==> src/rtl/pc_fetch_if.sv <==
// ============================================================================
// pc_fetch_if : instruction-memory read channel between fetch unit and memory
// Revision    : 1.0
// ============================================================================
`default_nettype none

interface pc_fetch_if;
  logic        imem_req;
  logic [31:0] imem_addr;
  logic        imem_ready;
  logic [31:0] imem_rdata;

  modport master (output imem_req, output imem_addr,
                  input  imem_ready, input imem_rdata);
  modport slave  (input  imem_req, input imem_addr,
                  output imem_ready, output imem_rdata);
endinterface

`default_nettype wire

==> src/rtl/pc_fetch_unit.sv <==
// ============================================================================
// pc_fetch_unit : IDLE/FETCH/EXEC fetch sequencer with next-PC selection
// Revision      : 1.0
// ============================================================================
`default_nettype none

module pc_fetch_unit #(
  parameter logic [31:0] RESET_PC = 32'h0000_0000
) (
  input  wire logic        clk,
  input  wire logic        rst_n,
  pc_fetch_if.master       imem,
  output logic [31:0]      inst_out,
  output logic [5:0]       opcode,
  output logic [5:0]       func,
  output logic             inst_valid,
  output logic [31:0]      pc_out,
  output logic [31:0]      pc_plus4,
  input  wire logic [1:0]  jump,
  input  wire logic        beq,
  input  wire logic        bne,
  input  wire logic        alu_zero,
  input  wire logic [31:0] rs_data,
  input  wire logic        stall,
  output logic             addr_err
);

  typedef enum logic [1:0] {
    IDLE  = 2'd0,
    FETCH = 2'd1,
    EXEC  = 2'd2
  } state_t;

  state_t      state_q, state_d;
  logic [31:0] pc_q, pc_d;
  logic [31:0] inst_q, inst_d;
  logic        req_q, req_d;
  logic        valid_q, valid_d;
  logic        err_q, err_d;

  logic [31:0] w_pc_plus4;
  logic [31:0] w_br_off;
  logic        w_br_taken;
  logic [31:0] w_next_pc;

  always_comb begin
    w_pc_plus4 = pc_q + 32'd4;
    w_br_off   = {{14{inst_q[15]}}, inst_q[15:0], 2'b00};
    // Both beq and bne asserted means branch on either outcome.
    w_br_taken = (beq && alu_zero) || (bne && !alu_zero);
    case (jump)
      2'b01:   w_next_pc = {w_pc_plus4[31:28], inst_q[25:0], 2'b00};
      2'b10:   w_next_pc = {rs_data[31:2], 2'b00};
      2'b00:   w_next_pc = w_br_taken ? (w_pc_plus4 + w_br_off) : w_pc_plus4;
      default: w_next_pc = w_pc_plus4;
    endcase
  end

  always_comb begin
    state_d = state_q;
    pc_d    = pc_q;
    inst_d  = inst_q;
    err_d   = err_q;
    case (state_q)
      IDLE: state_d = FETCH;
      FETCH: begin
        if (imem.imem_ready) begin
          inst_d  = imem.imem_rdata;
          state_d = EXEC;
        end
      end
      EXEC: begin
        if (!stall) begin
          pc_d    = w_next_pc;
          state_d = FETCH;
          if ((jump == 2'b10) && (rs_data[1:0] != 2'b00)) begin
            err_d = 1'b1;
          end
        end
      end
      default: state_d = IDLE;
    endcase
    req_d   = (state_d == FETCH);
    valid_d = (state_d == EXEC);
  end

  always_ff @(posedge clk) begin
    if (!rst_n) begin
      state_q <= IDLE;
      pc_q    <= RESET_PC;
      inst_q  <= 32'h0;
      req_q   <= 1'b0;
      valid_q <= 1'b0;
      err_q   <= 1'b0;
    end else begin
      state_q <= state_d;
      pc_q    <= pc_d;
      inst_q  <= inst_d;
      req_q   <= req_d;
      valid_q <= valid_d;
      err_q   <= err_d;
    end
  end

  assign imem.imem_req  = req_q;
  assign imem.imem_addr = pc_q;
  assign inst_out       = inst_q;
  assign opcode         = inst_q[31:26];
  assign func           = inst_q[5:0];
  assign inst_valid     = valid_q;
  assign pc_out         = pc_q;
  assign pc_plus4       = w_pc_plus4;
  assign addr_err       = err_q;

endmodule

`default_nettype wire

==> src/flat_wrapper.sv <==
// flat-port wrapper written by rule: the top's interface ports become plain ports
module pc_fetch_unit_flat 
#(
  parameter logic [31:0] RESET_PC = 32'h0000_0000
)
  (clk, rst_n, inst_out, opcode, func, inst_valid, pc_out, pc_plus4, jump, beq, bne, alu_zero, rs_data, stall, addr_err, imem_imem_req, imem_imem_addr, imem_imem_ready, imem_imem_rdata);
  pc_fetch_if imem_i ();
  input  wire logic clk;
  input  wire logic rst_n;
  output logic [31:0] inst_out;
  output logic [5:0] opcode;
  output logic [5:0] func;
  output logic inst_valid;
  output logic [31:0] pc_out;
  output logic [31:0] pc_plus4;
  input  wire logic [1:0] jump;
  input  wire logic beq;
  input  wire logic bne;
  input  wire logic alu_zero;
  input  wire logic [31:0] rs_data;
  input  wire logic stall;
  output logic addr_err;
  output wire logic [$bits(imem_i.imem_req)-1:0] imem_imem_req;
  output wire logic [$bits(imem_i.imem_addr)-1:0] imem_imem_addr;
  input wire logic [$bits(imem_i.imem_ready)-1:0] imem_imem_ready;
  input wire logic [$bits(imem_i.imem_rdata)-1:0] imem_imem_rdata;
  assign imem_imem_req = imem_i.imem_req;
  assign imem_imem_addr = imem_i.imem_addr;
  assign imem_i.imem_ready = imem_imem_ready;
  assign imem_i.imem_rdata = imem_imem_rdata;
  pc_fetch_unit #(.RESET_PC(RESET_PC)) u_core (.clk(clk), .rst_n(rst_n), .imem(imem_i), .inst_out(inst_out), .opcode(opcode), .func(func), .inst_valid(inst_valid), .pc_out(pc_out), .pc_plus4(pc_plus4), .jump(jump), .beq(beq), .bne(bne), .alu_zero(alu_zero), .rs_data(rs_data), .stall(stall), .addr_err(addr_err));
endmodule
==> config.mk <==
export PLATFORM = sky130hd
export DESIGN_NAME = pc_fetch_unit_flat
export DESIGN_NICKNAME = d
export VERILOG_FILES = /design/src/rtl/pc_fetch_if.sv /design/src/rtl/pc_fetch_unit.sv /design/src/flat_wrapper.sv
export SDC_FILE = /design/constraint.sdc
export NUM_CORES = 1
export LEC_CHECK = 0
export CAP_MARGIN = 20
export CORE_UTILIZATION = 39
export DETAILED_ROUTE_END_ITERATION = 7
export GPL_TIMING_DRIVEN = 0
export HOLD_SLACK_MARGIN = 0.06
export PLACE_DENSITY = 0.71
export SLEW_MARGIN = 25
export SYNTH_ARGS = -nofsm -noshare
export SYNTH_HDL_FRONTEND = slang
export SYNTH_SLANG_ARGS = --single-unit
==> constraint.sdc <==
create_clock -name clk -period 5.2 [get_ports clk]
set_input_delay 1.04 -clock clk [delete_from_list [all_inputs] [get_ports clk]]
set_output_delay 1.04 -clock clk [all_outputs]
set_load 0.01 [all_outputs]
======== Word level (Yosys, flattened, before mapping) ========
Index checks and enable logic that the tools add are counted.
storage, ports and cells
  register bits after elaboration ......... 69
  bits in latches ......................... 0
  memory bits (writable) .................. 0
  ROM bits ................................ 0
  input bits .............................. 73
  output and inout bits ................... 143
  memories ................................ 0
cells by class
  add/sub/neg operators ................... 2
  multipliers ............................. 0
  div/mod/pow operators ................... 0
  order comparisons ....................... 0
  eq/ne operators ......................... 6
  shifts and indexed selects .............. 0
  muxes and demuxes ....................... 5
  bitwise gates (word level) .............. 1
  reductions and logical operators ........ 11
operator list
  cell                                                 number
  case mux 32 bit (3 select lines)                     1
  adder 32 x 3 -> 32 bit, second input constant        1
  adder 32 bit                                         1
  2-to-1 mux 32 bit                                    1
  equality test 2 x 1 -> 1 bit, second input constant  3
  equality test 2 bit, second input constant           3
  case mux 2 bit (3 select lines)                      1
  zero test 2 bit                                      2
  2-to-1 mux 2 bit                                     2
  AND reduction 2 bit                                  2
  logical AND 1 bit                                    3
  AND reduction 3 bit                                  1
  nonzero test 2 bit                                   1
  zero test 1 bit                                      1
  logical OR 1 bit                                     1
  NOT 1 bit                                            1

======== Depth between registers and ports, before layout ========
Gate-level depths: netlist of run 1.
  depth in word-level cells ............... 5
  gate-level depth with buffers ........... 18

======== Least setup slack after synthesis of run 1 ========
No wires, ideal clock.
  path type ............................... reg2reg
  start ................................... register u_core.pc_q[6], in the netlist u_core.imem.imem_addr[6]
  end ..................................... register u_core.pc_q[31], in the netlist u_core.imem.imem_addr[31]
  library setup time ...................... 127 ps
  arrival ................................. 3912 ps
  setup slack ............................. 1161 ps
  cell stages (with the launch flop) ...... 19
  path buffers ............................ 2
  cell sequence ........................... dfxtp_1 buf_2 and4_4 nand3_1 or2_1 nor3_2 nand2_1 xnor2_1 ha_1 buf_2 a21o_1 a21o_1 a211oi_1 o21ai_0 a311oi_1 o31ai_2 xor2_1 and4b_1 or3_1
between the ends
  cells in the longest elaborated chain, start to end .. 4
ends and longest elaborated chain
  what                              line                 source
  from (decl)                       pc_fetch_unit.sv:35  logic [31:0] pc_q, pc_d;
  from (signal assigned)            pc_fetch_unit.sv:97  pc_q <= pc_d;
  adder 32 x 3 -> 32 bit            pc_fetch_unit.sv:47  w_pc_plus4 = pc_q + 32'd4;
  net pc_plus4[24]                  flat_wrapper.sv:15   output logic [31:0] pc_plus4;
  adder 32 bit                      pc_fetch_unit.sv:54  2'b00: w_next_pc = w_br_taken ? (w_pc_plus4 + w_br_off) : w_pc_plus4;
  2-to-1 mux 32 bit                 pc_fetch_unit.sv:54
  case mux 32 bit (3 select lines)  pc_fetch_unit.sv:51  case (jump)
The timed path passes the listed nets, and every way through them passes these cells.
A chain may end at the register's enable or synchronous reset.

======== Worst setup path in the final report of run 1 ========
  start ................................... register u_core.pc_q[2], in the netlist u_core.imem.imem_addr[2]
  end ..................................... register u_core.pc_q[31], in the netlist u_core.imem.imem_addr[31]
between the ends
  cells in the longest elaborated chain, start to end .. 4
ends and longest elaborated chain
  what                                  line
  adder 32 x 3 -> 32 bit (*)            pc_fetch_unit.sv:47
  adder 32 bit                          pc_fetch_unit.sv:54
  2-to-1 mux 32 bit                     pc_fetch_unit.sv:54
  case mux 32 bit (3 select lines) (*)  pc_fetch_unit.sv:51
Every way passes the cells marked *; elsewhere a longest branch is shown, timed or not.

==> results of run 1 <==
==> power by group through the flow <==
stage	sequential (mW)	combinational [mW]	clock [mW]
after detailed placement	0.573	0.360	0
final	0.563	0.367	0.635
after CTS	0.562	0.362	0.635
after global routing	0.565	0.391	0.660
after floorplan	0.572	0.174	0
after global placement	0.573	0.357	0
==> cell type report <==
class,instances,area [µm²]
clock inverters,6,65.06
inverters,18,67.56
repair buffers,208,2082
flip-flops and latches,67,1341
fillers,1430,6461
clock buffers,10,239.0
well taps,188,235.2
plain buffers,95,550.5
multi-input cells,670,4104
==> cell usage after synthesis (8+ instances only) <==
| library cell | count | area (µm²) |
|---|---|---|
| nor2_1 | 77 | 289.0 |
| buf_4 | 49 | 367.9 |
| a21oi_1 | 101 | 505.5 |
| o221ai_1 | 8 | 70.07 |
| a211oi_1 | 9 | 67.56 |
| nor3_1 | 13 | 65.06 |
| o21ai_0 | 51 | 255.2 |
| a21o_1 | 21 | 157.7 |
| nand2_1 | 136 | 510.5 |
| xnor2_1 | 31 | 271.5 |
| clkbuf_1 | 39 | 146.4 |
| nand3_1 | 29 | 145.1 |
| dfxtp_1 | 67 | 1341 |
| ha_1 | 35 | 437.9 |
| a31oi_1 | 8 | 50.05 |
| inv_1 | 18 | 67.56 |
| nand4_1 | 8 | 50.05 |
| xor2_1 | 14 | 122.6 |
==> registers in the layout, indices dropped and copies added (netlist names) <==
| register | cells |
|---|---|
| u_core.imem.imem_req | 1 |
| u_core.inst_out | 32 |
| u_core.inst_valid | 1 |
| u_core.imem.imem_addr | 30 |
| u_core.state_q | 2 |
| u_core.addr_err | 1 |
==> worst paths after layout <==
kind | startpoint | slack (ns) | cells after the start | end
max | u_core.imem.imem_addr[2] | 0.49 | 17 | u_core.imem.imem_addr[31]
min | u_core.inst_out[28] | 0.47 | 2 | u_core.inst_out[28]
max reg2reg | u_core.imem.imem_addr[2] | 0.49 | 17 | u_core.imem.imem_addr[31]
min reg2reg | u_core.inst_out[28] | 0.47 | 2 | u_core.inst_out[28]
==> layer usage <==
metal  track usage  part of all wire  up-vias
met5             0                 0        -
met1        0.3818              0.41     3334
met4        0.1120             0.033        0
met3       0.04724              0.10       62
li1              -                 -     3440
met2        0.4690              0.45      421
==> cell families (layout without fill, tap and decap cells) <==
group                    Yosys count  in the layout
multiplexers                       9              9
buffers and inverters            113            337
adder cells (fa/ha/maj)           36             36
other                              1              6
flip-flops                        67             67
AO/OA/AOI/OAI                    264            264
XOR/XNOR                          46             46
AND/OR/NAND/NOR                  309            309
==> worst max-delay path: cells and delay by family, from the launching register on <==
kind            cells  cell delay [ns]
flops               1             0.49
simple gates        5             1.42
xor+xnor            2             0.70
fa+ha+maj           2             0.58
compound gates      7             1.23
buf+inv             1             0.17
==> stage by stage <==
step,util,total power [mW]
finish,0.5734,1.565
global route,0.5734,1.616
CTS,0.5734,1.559
detailed placement,0.5533,0.9326
global placement,0.5530,0.9299
floorplan,-,0.7459
==> results.tsv, run 1 <==
stage	metric	value	unit
timing	Worst slew margin	0.3800	
grt	grt total ovfl	0	
flow_run	max-cap violations	0	
grt	vias in the first global route	6579	
clocking	CTS root buf	clkbuf_16	
setup_path	startpoint types	flip-flop	
cells_and_area	commonest cells after routing, fill and taps aside	clkdlybuf4s50_1, nand2_1, a21oi_1	
drt	post-route ant nets	0	
pwr	sequential share of power	0.360	
synth	Seq/Total Area, Yosys	0.2221	
grt	largest net degree at the start of global routing	22	
setup_path	CP Cell Sequence	ha_1 -> nand3_1 -> or2_1 -> nor3_2 -> nand2_1 -> xnor2_1 -> ha_1 -> buf_2 -> a21o_1 -> a21o_1 -> a211oi_1 -> o21ai_0 -> a311oi_1 -> o31ai_2 -> xor2_1 -> a21oi_1 -> or3_1	
cells_and_area	share of cells above drive strength 1	0.08566	
drt	vias per inst	5.750	
synth	Main synth FF type	dfxtp_1	
setup_path	worst-path fanout max	9	
synth	Synth Area in Compound Gates	0.2753	
timing	RSZ-0062 raised after global routing	false	
synth	post-synthesis adder-cell area fraction	0.07582	
synth	number of synthesized flops with an enable pin	0	
drt	DR vias	7257	
timing	achievable frequency	212.4	MHz
placed_design	pre-CTS setup slack	0.5829	ns
setup_path	Worst setup EP type	flip-flop	
timing	smallest hold slack	0.4739	ns
setup_path	kind of critical path	reg2reg	
synth	largest family of logic cells by synthesized area	compound AO/OA/AOI/OAI gates	
placed_design	routability cong.	0.9241	
clocking	H-tree levels	3	
synth	Yosys cell types	73	
cells_and_area	Final Non-Filler Cells	1262	
setup_path	CP Data Arrival Time	4.93	ns
cells_and_area	final net count	1178	
grt	gr usage total	0.2886	
clocking	clock slew at reported path FFs	0.06	ns
drt	Iteration-0 DRC Markers	675	
die	num rows	45	
cells_and_area	area grow syn2layout	43.80	%
clocking	TritonCTS clock tree	done	
cells_and_area	Final Cell Area	0.008685	mm²
die	total core area	0.01515	mm²
placed_design	Post-DP Area	0.008381	mm²
synth	Post-Synth XOR/XNOR Area	0.06982	
synth	Mapped Cells	845	
die	I/O pin count	216	
pwr	Pint	1.094	mW
synth	Async SR Flop Fraction	0	
pwr	clock share of power	0.406	
drt	WL per Instance	18.76	µm
pwr	leak pwr	3.571	nW
cells_and_area	Ant. Diodes	0	
pwr	Combinational Power Share	0.235	
synth	YS warnings	0	
synth	simple-gate share of the synthesized area	0.2364	
timing	skew final	0.01172	ns
setup_path	CP max stage delay	0.49	ns
grt	first-pass GRT wire length	35700	µm
pwr	PD cells	180.2	mW/mm²
drt	drt pass-1 iters	5	
hold_path	hold crit path type	reg2reg	
pwr	P_sw	0.4704	mW
die	Initial Util	0.3988	
clocking	CTS sink cnt	67	
pwr	Peak supply drop	0.1603	mV
synth	post-synthesis mux area share	0.01761	
timing	setup TNS	0	ns
clocking	TritonCTS Buffers	9	
placed_design	Port-buffer cells	208	
placed_design	estimated wirelength of the detail-placed design	18090	µm
clocking	post-CTS resize count	0	
timing	PnR worst setup slack	0.4923	ns
timing	Final Hold Vio Count	0	
timing	period utilisation layout	0.9053	
timing	Slew Limit Fails	0	
setup_path	Worst EP required	5.43	ns
die	chip width	126.4	µm
die	Chip Height	126.4	µm
clocking	Worst-Skew Late Latency	0.34	ns
synth	Netlist Area Pre-Place	0.006040	mm²
drt	Routed WL	23680	µm
die	die area	0.01599	mm²
clocking	maximum root-to-sink buffer count	2	
grt	initial antenna violation count	0	
placed_design	Post-Place Cells	1246	
timing	Setup-failing EPs final	0	
drt	drt drc	0	
cells_and_area	commonest non-fill, non-tap cell in the layout	clkdlybuf4s50_1	
run_status	outcome	complete, no violations	
synth	Syn Area/Cell	7.147	µm²
clocking	Post-CTS Hold Fix Bufs	0	
timing	Slew @ Worst Pin	0.9042	ns
synth	synthesized flop and latch total	67	
pwr	Sw Share	0.3006	
setup_path	CP max stage cell	dfxtp_1	
timing	Tmin final	4.708	ns
clocking	Setup Fix Bufs, Post-CTS	0	
Note: power is estimated with default switching activity, not from simulation.
==> run 2, diff against run 1 <==
SLEW_MARGIN = 40   (was 25)
==> results.tsv, run 2 (synthesis gave the netlist of run 1 again) <==
stage	metric	value	unit	change
setup_path	Worst R2R Setup Slack	0.41	ns	was 0.49 ns
timing	Slew @ Worst Pin	0.8429	ns	was 0.9042 ns
timing	achievable frequency	208.6	MHz	was 212.4 MHz
grt	gr usage total	0.2900		was 0.2886
grt	largest net degree at the start of global routing	22		unchanged
setup_path	worst-path fanout max	9		unchanged
cells_and_area	commonest non-fill, non-tap cell in the layout	clkdlybuf4s50_1		unchanged
drt	vias per inst	5.716		was 5.750
timing	Tmin final	4.794	ns	was 4.708 ns
setup_path	startpoint types	flip-flop		unchanged
setup_path	kind of critical path	reg2reg		unchanged
timing	RSZ-0062 raised after global routing	false		unchanged
die	die area	0.01599	mm²	unchanged
clocking	CTS root buf	clkbuf_16		unchanged
timing	skew final	0.01117	ns	was 0.01172 ns
cells_and_area	Ant. Diodes	0		unchanged
timing	period utilisation layout	0.9220		was 0.9053
clocking	H-tree levels	3		unchanged
setup_path	Worst setup EP type	flip-flop		unchanged
drt	WL per Instance	18.84	µm	was 18.76 µm
clocking	TritonCTS clock tree	done		unchanged
clocking	CTS sink cnt	67		unchanged
timing	Worst slew margin	0.4381		was 0.3800
placed_design	estimated wirelength of the detail-placed design	18060	µm	was 18090 µm
run_status	outcome	complete, no violations		unchanged
timing	Final Hold Vio Count	0		unchanged
hold_path	hold crit path type	reg2reg		unchanged
grt	vias in the first global route	6627		was 6579
cells_and_area	share of cells above drive strength 1	0.08752		was 0.08566
cells_and_area	final net count	1178		unchanged
setup_path	CP Data Arrival Time	5.02	ns	was 4.93 ns
die	chip width	126.4	µm	unchanged
pwr	PD cells	180.4	mW/mm²	was 180.2 mW/mm²
setup_path	Worst EP required	5.43	ns	about the same
cells_and_area	max FFs per register	32		unchanged
grt	grt total ovfl	0		unchanged
cells_and_area	Layout fillers	1466		was 1430
drt	drt pass-1 iters	7		was 5
drt	drt drc	0		unchanged
drt	DR vias	7214		was 7257
drt	post-route ant nets	0		unchanged
pwr	leak pwr	3.569	nW	was 3.571 nW
cells_and_area	multi-input combinational cell area	0.004108	mm²	was 0.004104 mm²
die	num rows	45		unchanged
grt	initial antenna violation count	0		unchanged
cells_and_area	register area	0.001343	mm²	was 0.001341 mm²
clocking	TritonCTS Buffers	9		unchanged
drt	Routed WL	23770	µm	was 23680 µm
timing	Setup-failing EPs final	0		unchanged
drt	Iteration-0 DRC Markers	735		was 675
placed_design	Port-buffer cells	208		unchanged
grt	first-pass GRT wire length	35850	µm	was 35700 µm
clocking	Post-CTS Hold Fix Bufs	0		unchanged
placed_design	Post-DP Area	0.008384	mm²	was 0.008381 mm²
die	Chip Height	126.4	µm	unchanged
clocking	Setup Fix Bufs, Post-CTS	0		unchanged
flow_run	max-cap violations	0		unchanged
cells_and_area	commonest cells after routing, fill and taps aside	clkdlybuf4s50_1, nand2_1, a21oi_1		unchanged
clocking	post-CTS resize count	0		unchanged
die	I/O pin count	216		unchanged
die	Initial Util	0.3988		unchanged
timing	setup TNS	0	ns	unchanged
clocking	clock slew at reported path FFs	0.06	ns	about the same
cells_and_area	area grow syn2layout	43.88	%	was 43.80%
timing	smallest hold slack	0.4776	ns	was 0.4739 ns
cells_and_area	Final Cell Area	0.008690	mm²	was 0.008685 mm²
die	total core area	0.01515	mm²	unchanged
clocking	Worst-Skew Late Latency	0.34	ns	about the same
clocking	maximum root-to-sink buffer count	2		unchanged
timing	Slew Limit Fails	0		unchanged
placed_design	routability cong.	0.9241		unchanged
pwr	Peak supply drop	0.1416	mV	was 0.1603 mV
==> run 2: cell types whose count changed in the layout (fill, tap and decap cells not counted) <==
cell and change:
dfxtp_1 -1, dfxtp_2 +1, mux2i_1 -1, mux2i_2 +1
==> run 2: path summary, 6_finish.rpt <==
path,cells past startpoint,from,to
hold reg to reg,2,u_core.inst_out[31],u_core.inst_out[31]
setup reg to reg,17,u_core.imem.imem_addr[2],u_core.imem.imem_addr[31]
setup / recovery,17,u_core.imem.imem_addr[2],u_core.imem.imem_addr[31]
hold / removal,2,u_core.inst_out[31],u_core.inst_out[31]
==> run 2: layout make-up <==
cell class | count | share of cell area
multi-input cells | 670 | 0.4727
plain buffers | 95 | 0.06335
clock buffers | 10 | 0.02750
clock inverters | 6 | 0.007487
inverters | 18 | 0.007775
repair buffers | 208 | 0.2396
well taps | 188 | 0.02707
flip-flops and latches | 67 | 0.1545
==> run 2: routing by layer <==
layer  vias to the layer above  part of all wire  track usage
met2                       385              0.47       0.4794
met4                         0             0.022      0.09851
met1                      3355              0.42       0.3790
met3                        46             0.096      0.05314
met5                         -                 0            0
li1                       3428                 -            -
==> run 2: through the flow <==
step           power [mW]  setup slack (ns)  instances  utilization
2_1_floorplan      0.7459             1.161        850            -
3_3_place_gp       0.9299            0.5432       1246       0.5530
3_5_place_dp       0.9330            0.5878       1246       0.5536
4_1_cts             1.560            0.5360       1262       0.5736
5_1_grt             1.619            0.1946       1262       0.5737
6_report            1.568            0.4055       1262       0.5737
==> run 2: worst max-delay path, cell delays in order (launching register included) <==
cell,delay (ns)
dfxtp_1,0.52
ha_1,0.28
nand3_1,0.24
or2_1,0.37
nor3_2,0.30
nand2_1,0.13
xnor2_1,0.38
ha_1,0.31
buf_2,0.17
a21o_1,0.16
a21o_1,0.18
a211oi_1,0.21
o21ai_0,0.11
a311oi_1,0.33
o31ai_2,0.12
xor2_1,0.33
a21oi_1,0.13
or3_1,0.39
==> run 2: power by group <==
group          internal [mW]  switching (mW)  leakage (nW)
clock network          0.384           0.254         0.137
logic                  0.179           0.189          2.89
registers              0.532          0.0304         0.545
==> run 3, diff against run 2 <==
SLEW_MARGIN = default   (was 40)
==> results.tsv, run 3 (synthesis gave the netlist of run 1 again) <==
stage	metric	value	unit	change
clocking	H-tree levels	3		unchanged
clocking	maximum root-to-sink buffer count	2		unchanged
setup_path	CP Cell Sequence	ha_1 -> nand3_1 -> or2_1 -> nor3_2 -> nand2_1 -> xnor2_1 -> ha_1 -> buf_2 -> a21o_1 -> a21o_1 -> a211oi_1 -> o21ai_0 -> a311oi_1 -> o31ai_2 -> xor2_1 -> a21oi_1 -> or3_1		unchanged
pwr	Sw Share	0.3024		was 0.3016
clocking	Setup Fix Bufs, Post-CTS	0		unchanged
grt	first-pass GRT wire length	36290	µm	was 35850 µm
setup_path	CP startpoint	u_core.imem.imem_addr[2]		unchanged
cells_and_area	final net count	1179		was 1178
setup_path	Worst EP required	5.43	ns	about the same
timing	Slew Limit Fails	0		unchanged
timing	Tmin final	4.722	ns	was 4.794 ns
setup_path	worst-path fanout max	9		unchanged
run_status	outcome	complete, no violations		unchanged
grt	largest net degree at the start of global routing	22		unchanged
cells_and_area	max FFs per register	32		unchanged
setup_path	Buf/Inv on CP	1		unchanged
placed_design	Port-buffer cells	208		unchanged
clocking	CTS root buf	clkbuf_16		unchanged
hold_path	hold wc startpoint	u_core.inst_out[29]		was u_core.inst_out[31]
cells_and_area	area grow syn2layout	43.84	%	was 43.88%
drt	drt drc	0		unchanged
drt	post-route ant nets	0		unchanged
timing	Final Hold Vio Count	0		unchanged
setup_path	kind of critical path	reg2reg		unchanged
cells_and_area	commonest cells after routing, fill and taps aside	clkdlybuf4s50_1, nand2_1, a21oi_1		unchanged
placed_design	routability cong.	0.9241		unchanged
clocking	post-CTS resize count	0		unchanged
cells_and_area	share of cells above drive strength 1	0.08558		was 0.08752
setup_path	CP max stage cell	dfxtp_1		unchanged
setup_path	CP max stage delay	0.50	ns	was 0.52 ns
die	die area	0.01599	mm²	unchanged
die	chip width	126.4	µm	unchanged
clocking	clock slew at reported path FFs	0.06	ns	about the same
grt	vias in the first global route	6639		was 6627
pwr	clock share of power	0.407		about the same
drt	DR vias	7218		was 7214
setup_path	startpoint types	flip-flop		unchanged
pwr	Peak supply drop	0.1551	mV	was 0.1416 mV
pwr	PD cells	180.6	mW/mm²	was 180.4 mW/mm²
clocking	CTS sink cnt	67		unchanged
grt	gr usage total	0.2931		was 0.2900
timing	achievable frequency	211.8	MHz	was 208.6 MHz
cells_and_area	Final Non-Filler Cells	1263		was 1262
clocking	Post-CTS Hold Fix Bufs	0		unchanged
timing	setup TNS	0	ns	unchanged
clocking	TritonCTS clock tree	done		unchanged
cells_and_area	Final Cell Area	0.008687	mm²	was 0.008690 mm²
timing	RSZ-0062 raised after global routing	false		unchanged
pwr	Pint	1.095	mW	about the same
cells_and_area	commonest non-fill, non-tap cell in the layout	clkdlybuf4s50_1		unchanged
clocking	TritonCTS Buffers	9		unchanged
setup_path	CP Data Arrival Time	4.95	ns	was 5.02 ns
timing	skew final	0.009998	ns	was 0.01117 ns
pwr	sequential share of power	0.359		about the same
die	num rows	45		unchanged
hold_path	hold crit path type	reg2reg		unchanged
die	Initial Util	0.3988		unchanged
drt	Routed WL	23900	µm	was 23770 µm
die	I/O pin count	216		unchanged
grt	grt total ovfl	0		unchanged
pwr	Combinational Power Share	0.234		about the same
clocking	Worst-Skew Late Latency	0.34	ns	about the same
drt	Iteration-0 DRC Markers	707		was 735
placed_design	Post-Place Cells	1247		was 1246
grt	initial antenna violation count	0		unchanged
timing	Worst slew margin	0.3900		was 0.4381
pwr	P_sw	0.4745	mW	was 0.4729 mW
placed_design	estimated wirelength of the detail-placed design	18180	µm	was 18060 µm
cells_and_area	Layout fillers	1441		was 1466
timing	Slew @ Worst Pin	0.9137	ns	was 0.8429 ns
flow_run	max-cap violations	0		unchanged
drt	vias per inst	5.715		was 5.716
placed_design	Post-DP Area	0.008383	mm²	was 0.008384 mm²
setup_path	Crit Reg-Reg Startpoint	u_core.imem.imem_addr[2]		unchanged
drt	WL per Instance	18.92	µm	was 18.84 µm
drt	drt pass-1 iters	5		was 7
timing	Setup-failing EPs final	0		unchanged
setup_path	critical path's top delay family	simple AND/OR/NAND/NOR gates		unchanged
cells_and_area	Ant. Diodes	0		unchanged
die	total core area	0.01515	mm²	unchanged
die	Chip Height	126.4	µm	unchanged
timing	period utilisation layout	0.9081		was 0.9220
setup_path	Worst setup EP type	flip-flop		unchanged
pwr	leak pwr	3.575	nW	was 3.569 nW
[run 3: cell count changes in the layout (fill, tap and decap cells not counted)]
cell	delta
buf_4	+1
dfxtp_1	+1
dfxtp_2	-1
mux2i_1	+1
mux2i_2	-1
nor3_1	+1
nor3_2	-1
[run 3: cell type report]
cell class                 instances  area [µm²]  area share
inverter                          18       67.56    0.007778
clock buffer                      10       239.0     0.02751
sequential                        67        1341      0.1544
multi-input combinational        670        4099      0.4718
buffer                            95       550.5     0.06337
tap                              188       235.2     0.02708
timing repair buffer             209        2090      0.2405
clock inverter                     6       65.06    0.007490
[run 3: final timing paths]
kind	to	slack, ns	cells after the start
hold / removal	u_core.inst_out[29]	0.48	2
hold reg to reg	u_core.inst_out[29]	0.48	2
setup reg to reg	u_core.imem.imem_addr[31]	0.48	17
setup / recovery	u_core.imem.imem_addr[31]	0.48	17
[run 3: through the flow]
step	setup slack (ns)	power, mW	utilization	hold slack [ns]
after CTS	0.5619	1.561	0.5736	0.4780
after global placement	0.5432	0.9299	0.5530	0.4532
final	0.4778	1.569	0.5736	0.4781
after floorplan	1.161	0.7459	-	0.4896
after global routing	0.2428	1.617	0.5736	0.4897
after detailed placement	0.5687	0.9326	0.5535	0.4624
[run 3: metal layers]
layer  share of wire  wire length [µm]  track usage
met4           0.028               669       0.1176
met5               0                 0            0
met1            0.42             10010       0.3850
met3           0.098              2333      0.04977
met2            0.46             10880       0.4768
[run 3: power groups by stage]
stage	Sequential, mW	Combinational, mW	Clock (mW)
after floorplan	0.572	0.174	0
after global placement	0.573	0.357	0
after detailed placement	0.573	0.360	0
after CTS	0.562	0.362	0.637
after global routing	0.566	0.393	0.659
final	0.563	0.368	0.639
[run 3: worst register-to-register path: cells and delay by family, from the launching register on]
| family | cells | cell delay [ns] |
|---|---|---|
| DFF | 1 | 0.50 |
| and+or+nand+nor | 5 | 1.44 |
| AOI/OAI and AO/OA | 7 | 1.24 |
| adders and majority gates | 2 | 0.59 |
| buffers and inverters | 1 | 0.16 |
| xor gates and xnor gates | 2 | 0.68 |
